File: config.mk
export PLATFORM = sky130hd
export DESIGN_NAME = uart_transmit
export DESIGN_NICKNAME = d
export VERILOG_FILES = /design/src/rtl/uart_pkg.sv /design/src/rtl/uart_baud_div.sv /design/src/rtl/uart_transmit.sv
export SDC_FILE = /design/constraint.sdc
export NUM_CORES = 1
export LEC_CHECK = 0
export BUFFER_PORTS_ARGS = -buffer_cell sky130_fd_sc_hd__buf_4
export CORE_ASPECT_RATIO = 0.75
export CORE_MARGIN = 5
export CORE_UTILIZATION = 30
export CTS_BUF_LIST = sky130_fd_sc_hd__clkbuf_2 sky130_fd_sc_hd__clkbuf_4 sky130_fd_sc_hd__clkbuf_8
export DETAILED_ROUTE_END_ITERATION = 16
export PLACE_DENSITY_LB_ADDON = 0.3
export SLEW_MARGIN = 10
export SYNTH_ARGS = -nofsm -noshare
export SYNTH_HDL_FRONTEND = slang
export SYNTH_SLANG_ARGS = --single-unit
File: constraint.sdc
create_clock -name sysclk -period 4.8 [get_ports sysclk]
set_input_delay 0.24 -clock sysclk [delete_from_list [all_inputs] [get_ports sysclk]]
set_output_delay 0.24 -clock sysclk [all_outputs]
set_load 0.1 [all_outputs]
File: src/rtl/uart_pkg.sv
// Shared UART definitions: baud codes, divisor lookup and transmitter FSM states.
package uart_pkg;

   localparam int unsigned DIV_W = 13;

   localparam logic [2:0] BAUD_115200 = 3'd0;
   localparam logic [2:0] BAUD_57600  = 3'd1;
   localparam logic [2:0] BAUD_38400  = 3'd2;
   localparam logic [2:0] BAUD_19200  = 3'd3;
   localparam logic [2:0] BAUD_9600   = 3'd4;
   localparam logic [2:0] BAUD_230400 = 3'd5;
   localparam logic [2:0] BAUD_460800 = 3'd6;

   typedef enum logic [1:0] {IDLE, START, DATA, STOP} tx_state_t;

   // Code 7 is reserved and falls back to 115200.
   function automatic logic [DIV_W-1:0] baud_div(input logic [2:0] code,
                                                 input int unsigned clk_freq);
      int unsigned baud;
      case (code)
         BAUD_57600:  baud = 57600;
         BAUD_38400:  baud = 38400;
         BAUD_19200:  baud = 19200;
         BAUD_9600:   baud = 9600;
         BAUD_230400: baud = 230400;
         BAUD_460800: baud = 460800;
         default:     baud = 115200;
      endcase
      return DIV_W'(clk_freq / baud);
   endfunction

endpackage

File: src/rtl/uart_baud_div.sv
// Loadable bit-period counter; bit_end marks the last cycle of each period.
module uart_baud_div
   import uart_pkg::*;
(
   input  logic             sysclk,
   input  logic             rst,
   input  logic             load,
   input  logic [DIV_W-1:0] div,
   output logic             bit_end
);

   logic [DIV_W-1:0] cnt;
   logic [DIV_W-1:0] period;

   assign bit_end = (cnt == period - DIV_W'(1));

   always_ff @(posedge sysclk or posedge rst) begin
      if (rst) begin
         cnt    <= '0;
         period <= '0;
      end else if (load) begin
         cnt    <= '0;
         period <= div;
      end else if (bit_end) begin
         cnt <= '0;
      end else begin
         cnt <= cnt + DIV_W'(1);
      end
   end

endmodule

File: src/rtl/uart_transmit.sv
// 8N1 UART transmitter: one frame per accepted send_en, bit period from Baud_set.
module uart_transmit
   import uart_pkg::*;
#(
   parameter int unsigned CLK_FREQ = 50_000_000,
   parameter int unsigned DATA_W   = 8
) (
   input  logic              sysclk,
   input  logic              rst,
   input  logic [2:0]        Baud_set,
   input  logic [DATA_W-1:0] Data,
   input  logic              send_en,
   output logic              uart_tx,
   output logic              tx_busy,
   output logic              tx_done
);

   localparam int unsigned         IDX_W    = $clog2(DATA_W);
   localparam logic [IDX_W-1:0]    LAST_IDX = IDX_W'(DATA_W - 1);

   tx_state_t         state;
   logic [DATA_W-1:0] shreg;
   logic [IDX_W-1:0]  idx;
   logic [IDX_W-1:0]  idx_nxt;
   logic [DIV_W-1:0]  div_r;
   logic [DIV_W-1:0]  div_load;
   logic              load;
   logic              bit_end;

   // The stop bit is timed with DIV-1 so tx_done lands in its final cycle while
   // the line stays high until the next accept edge, keeping it DIV cycles long.
   always_comb begin
      load     = 1'b0;
      div_load = baud_div(Baud_set, CLK_FREQ);
      idx_nxt  = idx + IDX_W'(1);
      case (state)
         IDLE: load = send_en;
         DATA: begin
            if (bit_end && idx == LAST_IDX) begin
               load     = 1'b1;
               div_load = div_r - DIV_W'(1);
            end
         end
         default: ;
      endcase
   end

   uart_baud_div u_baud_div (
      .sysclk  (sysclk),
      .rst     (rst),
      .load    (load),
      .div     (div_load),
      .bit_end (bit_end)
   );

   always_ff @(posedge sysclk or posedge rst) begin
      if (rst) begin
         state   <= IDLE;
         shreg   <= '0;
         idx     <= '0;
         div_r   <= '0;
         uart_tx <= 1'b1;
         tx_busy <= 1'b0;
         tx_done <= 1'b0;
      end else begin
         tx_done <= 1'b0;
         case (state)
            IDLE: begin
               if (send_en) begin
                  shreg   <= Data;
                  div_r   <= div_load;
                  uart_tx <= 1'b0;
                  tx_busy <= 1'b1;
                  state   <= START;
               end
            end
            START: begin
               if (bit_end) begin
                  idx     <= '0;
                  uart_tx <= shreg[0];
                  state   <= DATA;
               end
            end
            DATA: begin
               if (bit_end) begin
                  if (idx == LAST_IDX) begin
                     uart_tx <= 1'b1;
                     state   <= STOP;
                  end else begin
                     idx     <= idx_nxt;
                     uart_tx <= shreg[idx_nxt];
                  end
               end
            end
            STOP: begin
               if (bit_end) begin
                  tx_done <= 1'b1;
                  tx_busy <= 1'b0;
                  state   <= IDLE;
               end
            end
            default: state <= IDLE;
         endcase
      end
   end

endmodule
==> results.py <==
metrics = {
    "floorplan": {
        "io-pin-count": 17,
        "die_w_um": 278,
        "rows": 73,
        "die_area_um2": 58800,
        "start_util": 0.304,
        "die_y_um": 211,
        "core_um2": 53200,
    },
    "final_layout": {
        "insertedDiodeCount": 0,
        "multiInputGateArea_um2": 15800,
        "layout.nets": 3465,
        "drive_gt1_frac": 0.445,
        "syn_to_final_growth_pct": 65.9,
        "fillCellCount": 4982,
        "regArea_um2": 1380,
        "fin_area_um2": 26900,
        "final_common_cell": "buf_4",
        "final_cell_mix": "buf_4 (1060), nand2_1 (206), a21oi_1 (171)",
    },
    "cts": {
        "clockBufferDepth": 2,
        "insertion_delay_ns": 0.32,
        "cts_sinks": 55,
        "h-tree-depth": 2,
        "clkTransAtPathRegs_ns": 0.10,
        "cts_tree": "built",
        "root_buffer": "clkbuf_8",
        "cts_buffers": 5,
    },
    "sta": {
        "relSlewSlack": 0.227,
        "finalCriticalPeriod_ns": 35.12,
        "tightestPinTransition_ns": 1.16,
        "layout_setup_ws_ns": -30.32,
        "setup_viol": 20,
        "final_hold_viol_count": 0,
        "grt_setup_unrepaired": "yes",
        "fin_crit_sh": 7.32,
        "skew_ns": 0.00561,
        "holdWs_ns": 0.106,
        "drv_slew": 0,
        "fmax_ghz": 0.0285,
    },
    "critical_path": {
        "cp.depth": 222,
        "worst-r2r-setup-slack_ns": 1.04,
        "end_kind": "flop",
        "slowest_delay_ns": 0.54,
        "cp_max_fo": 7,
        "critPathArrivalTime_ns": 35.30,
        "r2r_end": "u_baud_div.period[0]",
        "path_delay_family": "buffers and inverters",
        "worstPathBufferInverterCount": 99,
        "required_ns": 4.99,
        "reg2reg_from": "u_baud_div.period[2]",
        "cp-start-kind": "primary input",
        "cpMostUsedCell": "buf_4",
        "ff2ff_path_depth": 15,
        "cp_slowest_cell": "or4b_4",
        "setup.worst_path.start": "Baud_set[1]",
        "crit_type": "primary input to flop",
        "crit_end": "div_r[0]",
    },
    "routing": {
        "finalWirelength_um": 74900,
        "wl_per_cell_um": 18.8,
        "dr_total_vias": 22073,
        "firstDrtPassIters": 6,
        "ant_nets": 0,
        "drtIter0Drc": 2077,
        "routed_via_density": 5.54,
        "drc": 0,
    },
    "logic_synthesis": {
        "post_synth.cell_area_avg_um2": 7.15,
        "ys_ff_latch": 55,
        "yosysWarnings": 0,
        "synthAdderAreaFrac": 0.138,
        "synth_edf_count": 0,
        "synthMuxAreaShare": 0.0534,
        "synthSimpleGateAreaFrac": 0.250,
        "async_flop_share": 1.00,
        "synth_xor_area_frac": 0.0828,
        "synth_compound_area_frac": 0.346,
        "synth_cell_type_count": 119,
        "synth_top_family_by_area": "compound AO/OA/AOI/OAI gates",
        "synth_seq_area_share": 0.0851,
        "ys.flop_type": "dfrtp_1",
        "netlist_area_um2": 16200,
        "syn_inst": 2266,
    },
    "hold_path": {
        "worstHoldPathType": "primary input to asynchronous set/reset pin",
    },
    "global_routing": {
        "antenna_found_initial": 0,
        "grt_usage": 0.235,
        "grt_start_max_net_pins": 56,
        "first_global_vias": 20988,
        "grt-ovfl-total": 0,
        "grt_pass1_wl_um": 114000,
    },
    "placed_design": {
        "placed_area_um2": 23900,
        "port_buffers": 16,
        "gp_congestion": 0.963,
        "hpwl_um": 55700,
    },
    "outcome": {
        "status": "finished, violations left",
        "violations": "negative setup slack",
    },
    "flow_run": {
        "maxCapViolations": 0,
    },
}
-- area by class of cell --
type	count	share of cell area
clock buffers	5	0.00256
clock inverters	3	0.00251
inverters	87	0.0123
multi-input cells	2037	0.587
flip-flops and latches	55	0.0513
well taps	712	0.0332
repair buffers	1087	0.311
-- synth_stat cells, drive strengths merged (10+ instances only) --
cell       n  area, um^2
a31o      14         123
nand2    223         847
a21o      72         541
nor2     192         723
xnor2     95         832
and3      23         144
nor3      69         360
clkbuf    66         248
buf       26         158
xor2      58         508
a31oi     34         234
nand4     26         163
nand2b    33         206
mux2i     33         347
o21bai    20         150
a2111oi   13         158
nor4      18         155
a21boi    10        75.1
inv       83         312
dfrtp     54        1350
o22ai     15         100
ha       178        2230
o21ai    176         881
a211o     11        96.3
nor2b     33         206
a21oi    216        1080
mux2      41         473
or3       30         188
nand3b    10        75.1
o21a      52         390
or2       14        90.1
nand3     60         305
o31ai     24         209
o211ai    24         190
a211oi    40         328
and2      24         150
-- worst min-delay path by stage --
stage | endpoint | start | slack, ns
2_1_floorplan | shreg[0] | Data[0] | 0.35
3_3_place_gp | shreg[4] | Data[4] | 0.43
3_5_place_dp | shreg[0] | Data[0] | 0.44
4_1_cts | shreg[0] | Data[0] | 0.09
5_1_grt | shreg[0] | Data[0] | 0.09
6_report | tx_busy | rst | 0.11
-- per-layer routing --
metal | global-route usage | part of all wire
met5 | 0 | 0
met2 | 0.369 | 0.43
met4 | 0.0440 | 0.024
met1 | 0.352 | 0.48
met3 | 0.0242 | 0.066
-- metrics by stage --
step,util,setup TNS [ns],setup WS (ns),instances
after global routing,0.505,-413.02,-31.63,3986
after CTS,0.481,-379.76,-29.25,3925
after global placement,0.449,-395.58,-30.04,3772
final,0.505,-393.74,-30.32,3986
after detailed placement,0.449,-410.24,-31.07,3772
after floorplan,-,-414.58,-31.55,2271
-- timing repair --
item | in CTS | in global routing
setup buffers | 145 | 67
gates cloned | 0 | 1
hold buffers | 0 | 0
pin swaps | 71 | 115
resized for setup | 108 | 169
endpoints found under the hold margin | 0 | 0
setup endpoints to repair | 20 | 20
-- state kept, by name, indices dropped and copies added, names as in the netlist --
name,count
uart_tx,1
idx,3
u_baud_div.cnt,13
shreg,8
state,2
tx_done,1
div_r,13
u_baud_div.period,13
tx_busy,1
-- cell families (layout without fill, tap and decap cells) --
group	count (synthesis)	in the layout
adder cells (fa/ha/maj)	178	178
AO/OA/AOI/OAI	823	823
flip-flops	55	55
other	2	7
XOR/XNOR	153	153
AND/OR/NAND/NOR	800	800
multiplexers	76	76
buffers and inverters	179	1182
-- worst min-delay path: cells and delay by family --
family | cells | cell delay (ns)
buffers and inverters | 3 | 0.69
Power is not shown: default switching activity piles up to over one toggle a cycle in this logic, so the estimate is an artifact.
